[config.mk]
export PLATFORM = sky130hd
export DESIGN_NAME = mul_sequencer
export DESIGN_NICKNAME = d
export VERILOG_FILES = /design/src/rtl/mul_sequencer.sv
export SDC_FILE = /design/constraint.sdc
export NUM_CORES = 1
export LEC_CHECK = 0
export ABC_AREA = 1
export CORE_AREA = 2 2 166 168
export CTS_CLUSTER_DIAMETER = 100
export DETAILED_ROUTE_END_ITERATION = 7
export DIE_AREA = 0 0 168 170
export PLACE_DENSITY_LB_ADDON = 0.25
export SKIP_LAST_GASP = 1
export SYNTH_ARGS = -nofsm -noshare
export SYNTH_HDL_FRONTEND = slang
export SYNTH_SLANG_ARGS = --single-unit
[constraint.sdc]
create_clock -name clk -period 4.1 [get_ports clk]
set_input_delay 0.615 -clock clk [delete_from_list [all_inputs] [get_ports clk]]
set_output_delay 0.615 -clock clk [all_outputs]
set_load 0.05 [all_outputs]
[src/rtl/mul_sequencer.sv]
// Iterative shift-add multiplier for the RISC-V M-extension multiply ops.
// Operands are converted to magnitudes at start. One shift-add step runs per
// RUN cycle, and the product's sign is applied on entry to DONE.
module mul_sequencer #(
   parameter int unsigned WIDTH  = 32,
   parameter int unsigned CYCLES = 32
) (
   input  logic             clk,
   input  logic             reset,
   input  logic             start_i,
   input  logic [2:0]       funct3_i,
   input  logic [WIDTH-1:0] a_i,
   input  logic [WIDTH-1:0] b_i,
   output logic             stall_o,
   output logic             busy_o,
   output logic             done_o,
   output logic [WIDTH-1:0] result_o
);

   localparam int unsigned CntW = (CYCLES > 1) ? $clog2(CYCLES) : 1;

   typedef enum logic [1:0] {StIdle, StRun, StDone} state_e;

   state_e               state_q, state_d;
   logic [CntW-1:0]      cnt_q, cnt_d;
   logic [2*WIDTH-1:0]   prod_q, prod_d;
   logic [WIDTH-1:0]     mcand_q, mcand_d;
   logic [WIDTH-1:0]     mplier_q, mplier_d;
   logic [1:0]           op_q, op_d;
   logic                 neg_q, neg_d;
   logic [WIDTH-1:0]     result_q, result_d;

   logic                 a_sgn, b_sgn;
   logic [WIDTH-1:0]     a_mag, b_mag;
   logic [WIDTH:0]       sum;
   logic [2*WIDTH-1:0]   prod_step, prod_final;
   logic                 unused_funct3;

   // Bit 2 of funct3 does not distinguish the multiply variants.
   assign unused_funct3 = funct3_i[2];

   // Operand signedness, magnitudes and one shift-add step of the datapath.
   always_comb begin
      a_sgn      = (funct3_i[1:0] != 2'b11) && a_i[WIDTH-1];
      b_sgn      = !funct3_i[1] && b_i[WIDTH-1];
      a_mag      = a_sgn ? (~a_i + 1'b1) : a_i;
      b_mag      = b_sgn ? (~b_i + 1'b1) : b_i;
      sum        = {1'b0, prod_q[2*WIDTH-1:WIDTH]} + (mplier_q[0] ? {1'b0, mcand_q} : '0);
      // Carry shifts into the product MSB.
      prod_step  = {sum, prod_q[WIDTH-1:1]};
      prod_final = neg_q ? (~prod_step + 1'b1) : prod_step;
   end

   // Next-state logic and next values for the FSM and datapath registers.
   always_comb begin
      state_d  = state_q;
      cnt_d    = cnt_q;
      prod_d   = prod_q;
      mcand_d  = mcand_q;
      mplier_d = mplier_q;
      op_d     = op_q;
      neg_d    = neg_q;
      result_d = result_q;
      unique case (state_q)
         StIdle: begin
            if (start_i) begin
               mcand_d  = a_mag;
               mplier_d = b_mag;
               op_d     = funct3_i[1:0];
               neg_d    = a_sgn ^ b_sgn;
               prod_d   = '0;
               cnt_d    = CntW'(CYCLES - 1);
               state_d  = StRun;
            end
         end
         StRun: begin
            mplier_d = mplier_q >> 1;
            if (cnt_q == '0) begin
               prod_d   = prod_final;
               result_d = (op_q == 2'b00) ? prod_final[WIDTH-1:0]
                                          : prod_final[2*WIDTH-1:WIDTH];
               state_d  = StDone;
            end else begin
               prod_d = prod_step;
               cnt_d  = cnt_q - 1'b1;
            end
         end
         StDone: begin
            state_d = StIdle;
         end
         default: begin
            state_d = StIdle;
         end
      endcase
   end

   // State registers with synchronous active-low reset.
   always_ff @(posedge clk) begin
      if (!reset) begin
         state_q  <= StIdle;
         cnt_q    <= '0;
         prod_q   <= '0;
         mcand_q  <= '0;
         mplier_q <= '0;
         op_q     <= '0;
         neg_q    <= 1'b0;
         result_q <= '0;
      end else begin
         state_q  <= state_d;
         cnt_q    <= cnt_d;
         prod_q   <= prod_d;
         mcand_q  <= mcand_d;
         mplier_q <= mplier_d;
         op_q     <= op_d;
         neg_q    <= neg_d;
         result_q <= result_d;
      end
   end

   // Status outputs; stall covers the decode cycle before RUN is entered.
   always_comb begin
      stall_o  = ((state_q == StIdle) && start_i) || (state_q == StRun);
      busy_o   = (state_q == StRun);
      done_o   = (state_q == StDone);
      result_o = result_q;
   end

endmodule

==> impl_metrics.py <==
metrics = {
    "run_status": {
        "status": "completed",
    },
    "drt": {
        "via_count": 14200,
        "ant_nets": 0,
        "wl_mm": 40.8,
        "vias_per_cell": 5.49,
        "routedWlPerCell_um": 15.8,
        "drt_iter0_markers": 1202,
        "route.detailed.drc": 0,
        "first_pass_iters": 7,
    },
    "floorplan": {
        "initial_utilization_pct": 49.4,
        "fp.dieH_um": 170,
        "rows": 60,
        "io_pins": 105,
        "fp.dieW_um": 168,
        "core_sq_um": 26700,
        "dieArea_sq_um": 28600,
    },
    "logic_synthesis": {
        "synth_area_sq_um": 13200,
        "synthArstFlopShare_pct": 0,
        "ys.flop_type": "dfxtp_1",
        "ys_seq_area_share_pct": 25.7,
        "ys_seq_elements": 169,
        "synthCells": 2183,
        "syn_avg_cell_area_sq_um": 6.03,
        "yosysTopAreaCellShare_pct": 25.7,
        "yosysWarnings": 0,
        "synth.area.top_cells": "dfxtp_1 (26%), nand2_1 (19%), inv_1 (8.2%)",
        "synth_top_area_cell": "dfxtp_1",
        "synthesis.nets": 2291,
        "synthDistinctLibCells": 49,
        "synth_edf_count": 0,
    },
    "cts": {
        "cts_setup_buffers": 0,
        "ctsHtreeMaxLevel": 4,
        "clk_pin_slew_ns": 0.08,
        "cts_max_path_buffers": 2,
        "hold_buffers": 0,
        "ctsResizeCount": 0,
        "clock_sinks": 169,
        "cts_tree": "built",
        "root_buffer": "clkbuf_16",
        "cts_inserted_buffers": 17,
        "clock_latency_ns": 0.45,
    },
    "setup_path": {
        "crit_top_cell": "nand2_1",
        "crit_arrival_ns": 3.77,
        "path_cells": "nand2_1, inv_1, ha_1, fa_1, nand2_1, nand2_1, nand3_1, nand2_1, nand2_1, nand3_1, nand2_1, nand2_1, nor2_1, nand3_2, o21ai_2, xor2_1, nand2_1, nand2_1, a21oi_1",
        "slowest_stage": "fa_1",
        "crit_path_max_incr_delay_ns": 0.47,
        "cp-end-kind": "flop",
        "cp_top_family": "simple AND/OR/NAND/NOR gates",
        "worst-setup-path-type": "flop to flop",
        "path_buf_inv": 1,
        "critical_path.startpoint_type": "flop",
        "cp.required_ns": 4.42,
        "path_max_fanout": 4,
    },
    "sta": {
        "finalCriticalPeriod_ns": 3.45,
        "tns_ns": 0,
        "clock.fmax_mhz": 290,
        "hold_violations": 0,
        "worstMarginPinSlew_ns": 1.10,
        "hold_slack_ns": 0.463,
        "setup_violations": 0,
        "finalCritPeriodShare_pct": 84.2,
        "relSlewSlack_pct": 26.4,
        "finClkSkew_ns": 0.0186,
        "finalMaxSlewViolations": 0,
        "rsz0062_at_grt": "no",
    },
    "power": {
        "p_comb_share_pct": 30.7,
        "powerDensity_nw_per_um2": 337,
        "switchingPower_w": 0.00195,
        "max-vdd-ir-drop_mv": 0.258,
        "total_power_w": 0.00505,
        "clkPwrFrac_pct": 31.9,
        "power_frac_seq_pct": 37.4,
        "power_leakage_nw": 7.23,
        "p_sw_share_pct": 38.5,
        "p_int_w": 0.00311,
    },
    "layout": {
        "final_common_cell": "nand2_1",
        "fin_cells": 2586,
        "antenna_cells": 0,
        "layout_common_cells": "nand2_1 (656), inv_1 (288), nor2_1 (183)",
        "area_growth_pct": 14.0,
        "post-route-util_pct": 56.3,
        "fin_nets": 2340,
        "drive_gt1_share_pct": 6.90,
    },
    "placed_design": {
        "dp_hpwl_mm": 30.5,
        "gp_congestion": 0.988,
        "portBuffers": 103,
        "dp_cells": 2554,
    },
    "flow_run": {
        "drv_cap": 0,
    },
    "global_route": {
        "grt_use_total_pct": 28.5,
        "grt_max_degree": 104,
        "grt_pass1_vias": 12900,
        "antenna_found_initial": 0,
        "grt_pass1_wl_mm": 65.7,
        "grt.overflow.total": 0,
    },
    "min_path": {
        "min_path_type": "flop to flop",
    },
}
kinds of logic after synthesis:
group                    share of synthesized area, %
adder cells (fa/ha/maj)                          3.67
AO/OA/AOI/OAI                                    18.8
buffers and inverters                            11.4
AND/OR/NAND/NOR                                  35.6
XOR/XNOR                                         4.86
flip-flops                                       25.7
flip-flops by register name, summed over array words and instances, names as in the netlist:
name,count
prod_q,63
mcand_q,32
mplier_q,32
result_o,32
cnt_q,5
op_q,2
state_q,2
neg_q,1
worst min-delay path, delay by kind of cell (launching register included):
kind | cells | cell delay, ns
AO/OA/AOI/OAI | 1 | 0.05
AND/OR/NAND/NOR | 1 | 0.06
flip-flops | 1 | 0.31
area by class of cell:
type | count | area (sq um)
fill | 2673 | 11600
multi-input combinational | 1618 | 8290
clock buffer | 18 | 429
tap | 341 | 427
timing repair buffer | 119 | 1170
sequential | 169 | 3380
inverter | 307 | 1150
clock inverter | 14 | 146
stage by stage:
stage	worst slack, ns	cell area (sq um)
floorplan	1.20	13200
CTS	0.717	15000
finish	0.647	15000
global placement	0.757	14400
detailed placement	0.749	14400
global route	0.372	15000
synth_stat cells, types with 4 or more instances:
| cell | number |
|---|---|
| nor2_2 | 17 |
| nand2_1 | 656 |
| dfxtp_1 | 169 |
| ha_1 | 37 |
| a21oi_2 | 6 |
| o21a_1 | 4 |
| nor3_2 | 4 |
| o221ai_1 | 13 |
| inv_2 | 15 |
| a21oi_1 | 121 |
| nand3b_1 | 16 |
| nand2_2 | 31 |
| o21ai_1 | 6 |
| nand4_1 | 26 |
| a221oi_1 | 23 |
| buf_1 | 8 |
| nor2_1 | 186 |
| nand3_2 | 9 |
| a22oi_1 | 6 |
| a31oi_1 | 38 |
| nor3_1 | 19 |
| or2_2 | 10 |
| nor4_1 | 8 |
| clkbuf_1 | 76 |
| xor2_1 | 64 |
| inv_1 | 289 |
| o21bai_1 | 8 |
| nand3_1 | 101 |
| buf_2 | 4 |
| o21ai_0 | 139 |
| xnor2_1 | 9 |
| o211ai_1 | 16 |
| a211oi_1 | 22 |
| nor2_4 | 5 |
worst paths after layout:
path | to | depth (start not counted) | slack (ns) | from
worst max-delay path | result_o[19] | 19 | 0.65 | mcand_q[0]
worst min-delay path | result_o[17] | 2 | 0.46 | result_o[17]
worst max register to register | result_o[19] | 19 | 0.65 | mcand_q[0]
worst min register to register | result_o[17] | 2 | 0.46 | result_o[17]
power by group through the flow:
stage / clock, W / combinational, W / sequential, W
floorplan: 0 / 0.00106 / 0.00192
global placement: 0 / 0.00150 / 0.00192
detailed placement: 0 / 0.00152 / 0.00192
CTS: 0.00163 / 0.00154 / 0.00189
global route: 0.00170 / 0.00173 / 0.00190
finish: 0.00161 / 0.00155 / 0.00189
layer usage:
layer	global-route usage, %	wire length (um)	vias up
met3	3.30	2370	76
met4	10.6	1360	0
li1	-	-	7178
met5	0	0	-
met2	46.5	18200	482
met1	38.9	18900	6468
Note: power is estimated with default switching activity, not from simulation.
==> patch 1: new RTL, same settings <==
Re-encode `state_e` (3 states) as one-hot, 3 bits wide.
--- a/src/rtl/mul_sequencer.sv
+++ b/src/rtl/mul_sequencer.sv
@@ -21,3 +21,3 @@
 
-   typedef enum logic [1:0] {StIdle, StRun, StDone} state_e;
+   typedef enum logic [2:0] {StIdle = 3'b001, StRun = 3'b010, StDone = 3'b100} state_e;
 
Check against the original RTL: same outputs for any inputs over 10 cycles, from zero or initial values and one cycle with reset low; not proved beyond that.
==> patch 1 against the unedited design <==
- sequential cell count up 1
- total power shrank 9.2%
- routed wire length is 3.0% lower
- via count fell by 0.68%
- critical path depth is 1 higher
- first-iteration DRC count decreased by 9.2%
- setup slack got worse by 17 ps
- area after synthesis shrank 0.57%
- maximum frequency decreased by 0.50%
- sequential power is 3% lower
- count of clock-buffer cells in the layout is 1 higher
- design area shrank 0.26%
- clock skew rose by 10 ps
==> patch 1: results (changes against the unedited design) <==
Iter 0 DRT Violations 1092 (-9.2%); max FFs per register 63 (unchanged); met2 track demand over resource 45.83% (-0.70 points); predominant post-synthesis flop cell dfxtp_1; Post-Route WL 39540 microns (-3.0%); port bufs 103 (unchanged); fin nets 2354 (+0.60%); DP Cell Count 2568 (+0.55%); Top reg by flops prod_q; initial antenna violation count 0 (unchanged); area fraction in compound gates after synthesis 17.52% (-1.3 points); Critical Path AT 3780 ps (about the same); post-synthesis async set-or-reset flop share 0% (unchanged); hold_buf cts 0 (unchanged); routability congestion estimate 0.9864 (-0.15%); post-synthesis mux area share 0% (unchanged); Worst Path Class, Setup reg -> reg; Synth cell types 48 (-2.0%); Clock transition at path regs 70 ps; met3 usage 2.558% (-0.74 points); Synth Area per Inst 5.968 sq um (-0.98%); Yosys warnings 0 (unchanged); vias per cell 5.426 (-1.2%); DR WL/cell 15.21 microns (-3.5%); FILL cells 2682 (+0.34%); Post-Synth Adder-Cell Area 3.692% (+0.021 points); Clock Root Buffer clkbuf_16; grt met1 use 36.73% (-2.2 points); DP Wirelength 29310 microns (-4.0%); Antenna Cells 0 (unchanged); first-pass GRT wire length 63800 microns (-2.9%); sequential share of the synthesized area 26.01% (+0.30 points); hold path startpoint result_o[27]; htree depth 4 (unchanged); Post-Synth XOR/XNOR Area 5.155% (+0.30 points); VDD IR-drop max 340.2 uV (+32%); Slew HR 38.33% (+12 points); GR Util All Layers 27.51% (-1.0 points); worst clock skew 28.73 ps (+10.14 ps); outcome completed; cts repair resizes 0 (unchanged); number of buffers created by CTS 17 (unchanged); worst hold path type reg -> reg; Final Setup Violations 0 (unchanged); DRT Pass-1 Iters 7 (unchanged); clk_lat worst skew 450 ps (about the same); P_leak 7.115 nW (-1.6%); worst-case clock buffer depth 2 (unchanged); Synth area leaders dfxtp_1, nand2_1, inv_1; fraction of layout cells with a size suffix above 1 6.507% (-0.40 points); largest net degree at the start of global routing 86 (-17%); vias in the first global route 12998 (+0.75%); CP max FO 24 (+20); Synth top cells by count nand2_1, inv_1, nor2_1; setup bufs post-CTS 0 (unchanged); syn_nets 2300 (+0.39%); worst r2r src mplier_q[0]
patch 1: changes by cell type after synthesis, moves of 7 or more:
cell,before,now
a221oi_1,23,15
a211oi_1,22,15
a21oi_1,121,105
nor2_1,186,193
or2_2,10,3
a31oi_1,38,53
nor3_1,19,27
clkbuf_1,76,67
nand2_1,656,699
patch 1: final timing paths:
check | depth (start not counted) | slack [ps] | to
worst max register to register | 20 | 630 | result_o[21]
worst min register to register | 2 | 460 | result_o[27]
worst min-delay path | 2 | 460 | result_o[27]
worst max-delay path | 20 | 630 | result_o[21]
patch 1: kinds of logic after synthesis:
group / count (synthesis)
adders and majority gates: 38
DFF: 170
AOI/OAI and AO/OA: 388
xor gates and xnor gates: 77
buffers and inverters: 392
and+or+nand+nor: 1127
patch 1: per-layer routing:
layer / vias to the layer above / wire length [microns]
met5: - / 0
met4: 0 / 1540
met3: 85 / 2220
met2: 486 / 17610
met1: 6378 / 18170
li1: 7159 / -
patch 1: stage by stage:
step,setup slack (ps),cell area (sq um),utilization (%)
2_1_floorplan,1218,13080,-
3_3_place_gp,780.8,14360,53.88
3_5_place_dp,725.3,14360,53.88
4_1_cts,708.1,14960,56.14
5_1_grt,334.0,14960,56.14
6_report,630.1,14960,56.14
patch 1: cell type report:
class                   count  area share [%]
flip-flops and latches    170           22.75
multi-input cells        1630           54.84
inverters                 305           7.652
clock inverters            13           1.070
repair buffers            122           7.878
well taps                 341           2.852
clock buffers              19           2.960
patch 1: power by group:
group	internal, mW	leakage, nW	switching, mW
registers	1.75	1.39	0.0755
logic	0.372	5.43	0.706
clock network	0.933	0.295	0.749
total	3.06	7.11	1.53
patch 1: worst max-delay path, cell delays in order, from the launching register on:
cell and delay, ps:
dfxtp_1 320, buf_4 210, nand2_1 80, inv_1 40, ha_1 230, fa_1 470
nand3_1 120, nand2_1 90, nand2_1 60, nand2_1 120, nor2_1 170, nand2_1 70
nor2_1 200, nand3_1 110, nor2_1 210, nand3_1 100, nand2_1 160, xor2_1 330
nand2_1 110, nand2_1 80, a21oi_1 50
==> patch 2: new RTL, same flow settings <==
Made on the original files. Set the parameter `CYCLES` to 16 (it was 32).
--- a/src/rtl/mul_sequencer.sv
+++ b/src/rtl/mul_sequencer.sv
@@ -5,3 +5,3 @@
    parameter int unsigned WIDTH  = 32,
-   parameter int unsigned CYCLES = 32
+   parameter int unsigned CYCLES = 16
 ) (
Formal check against the unedited RTL: no difference found for any inputs over 10 cycles, from zero or initial values and one cycle with reset low; that may be too few to reach the edited logic, so the function may still have changed.
==> patch 2 against the unedited design <==
- setup slack lost 54 ps
- clock skew decreased by 5.5 ps
- area after synthesis fell by 1.0%
- cell count stayed put
- design area shrank 0.68%
- highest routed layer unchanged
- sequential cell count decreased by 1
- total power down 0.45%
- sequential share of layout area barely moved
- routed wire length shrank 1.1%
==> patch 2: results (changes against the unedited design) <==
outcome completed; met3 WL 2662 microns (+12%); Vias 14143 (-0.43%); DP Wirelength 30160 microns (-1.2%); vias in the first global route 13091 (+1.5%); sequential share of the synthesized area 25.83% (+0.12 points); Synth area leaders dfxtp_1, nand2_1, inv_1; Syn-to-layout area delta 14.41%; initial antenna violation count 0 (unchanged); largest net degree at the start of global routing 108 (+3.8%); worst r2r src mplier_q[0]; fraction of layout cells with a size suffix above 1 5.301% (-1.6 points); Post-Synth Adder-Cell Area 3.613% (-0.058 points); Fin Hold WS 464.8 ps (+1.579 ps); Worst Reg2Reg Path Length in Cells 18 (-1); M1 wire length 18220 microns (-3.5%); worst slew pin tran 1233 ps (+129.7 ps); worst clock skew 13.14 ps (-5.451 ps); Worst Path Class, Setup reg -> reg; R2R Setup Slk 590 ps (-50 ps); Critical Path Max Stage Delay 390 ps (-80 ps); DRT Pass-1 Iters 6 (-1); Post-Place Worst Slack 652.9 ps (-96.20 ps); Synth top cells by count nand2_1, inv_1, nor2_1; f_max 285.2 MHz (-1.5%); GR Util All Layers 28.46% (-0.088 points); DR WL/cell 15.58 microns (-1.1%); hold path startpoint result_o[27]; Synth Area per Inst 5.970 sq um (-0.95%); DR WL met2 18020 microns (-0.78%); critical path's slowest cell ha_1; Critical Path AT 3800 ps (+30 ps); Setup crit end result_o[20]; Synth cell types 50 (+2.0%); Post-Synth XOR/XNOR Area 5.179% (+0.32 points); area fraction in compound gates after synthesis 17.86% (-0.93 points); CP max FO 32 (+28); VDD IR-drop max 290.1 uV (+12%); Placed Instance Area 14280 sq um (-0.99%); routability congestion estimate 0.9632 (-2.5%)
==> patch 2: final cells by class <==
type / count / share of cell area (%)
multi-input combinational: 1621 / 55.03
sequential: 168 / 22.58
inverter: 307 / 7.743
timing repair buffer: 117 / 7.659
clock buffer: 18 / 2.948
tap: 341 / 2.864
clock inverter: 14 / 1.184
==> patch 2: where the power goes <==
group          total [mW]  switching [mW]  internal [mW]
Clock                1.71           0.765          0.942
Combinational        1.45           0.972          0.480
Sequential           1.87           0.102           1.77
==> patch 2: worst reg2reg max path: stages (launching register included) <==
cell	delay [ps]
dfxtp_1	310
buf_4	220
nand2_1	120
inv_1	60
ha_1	390
nand2_1	110
inv_1	80
nand2_1	100
nor2_1	230
nand4_1	230
nand4_1	150
nand2_1	150
nor2_1	190
nand3_1	110
o21ai_2	310
xor2_1	380
nand2_1	120
nand2_1	80
a21oi_1	50
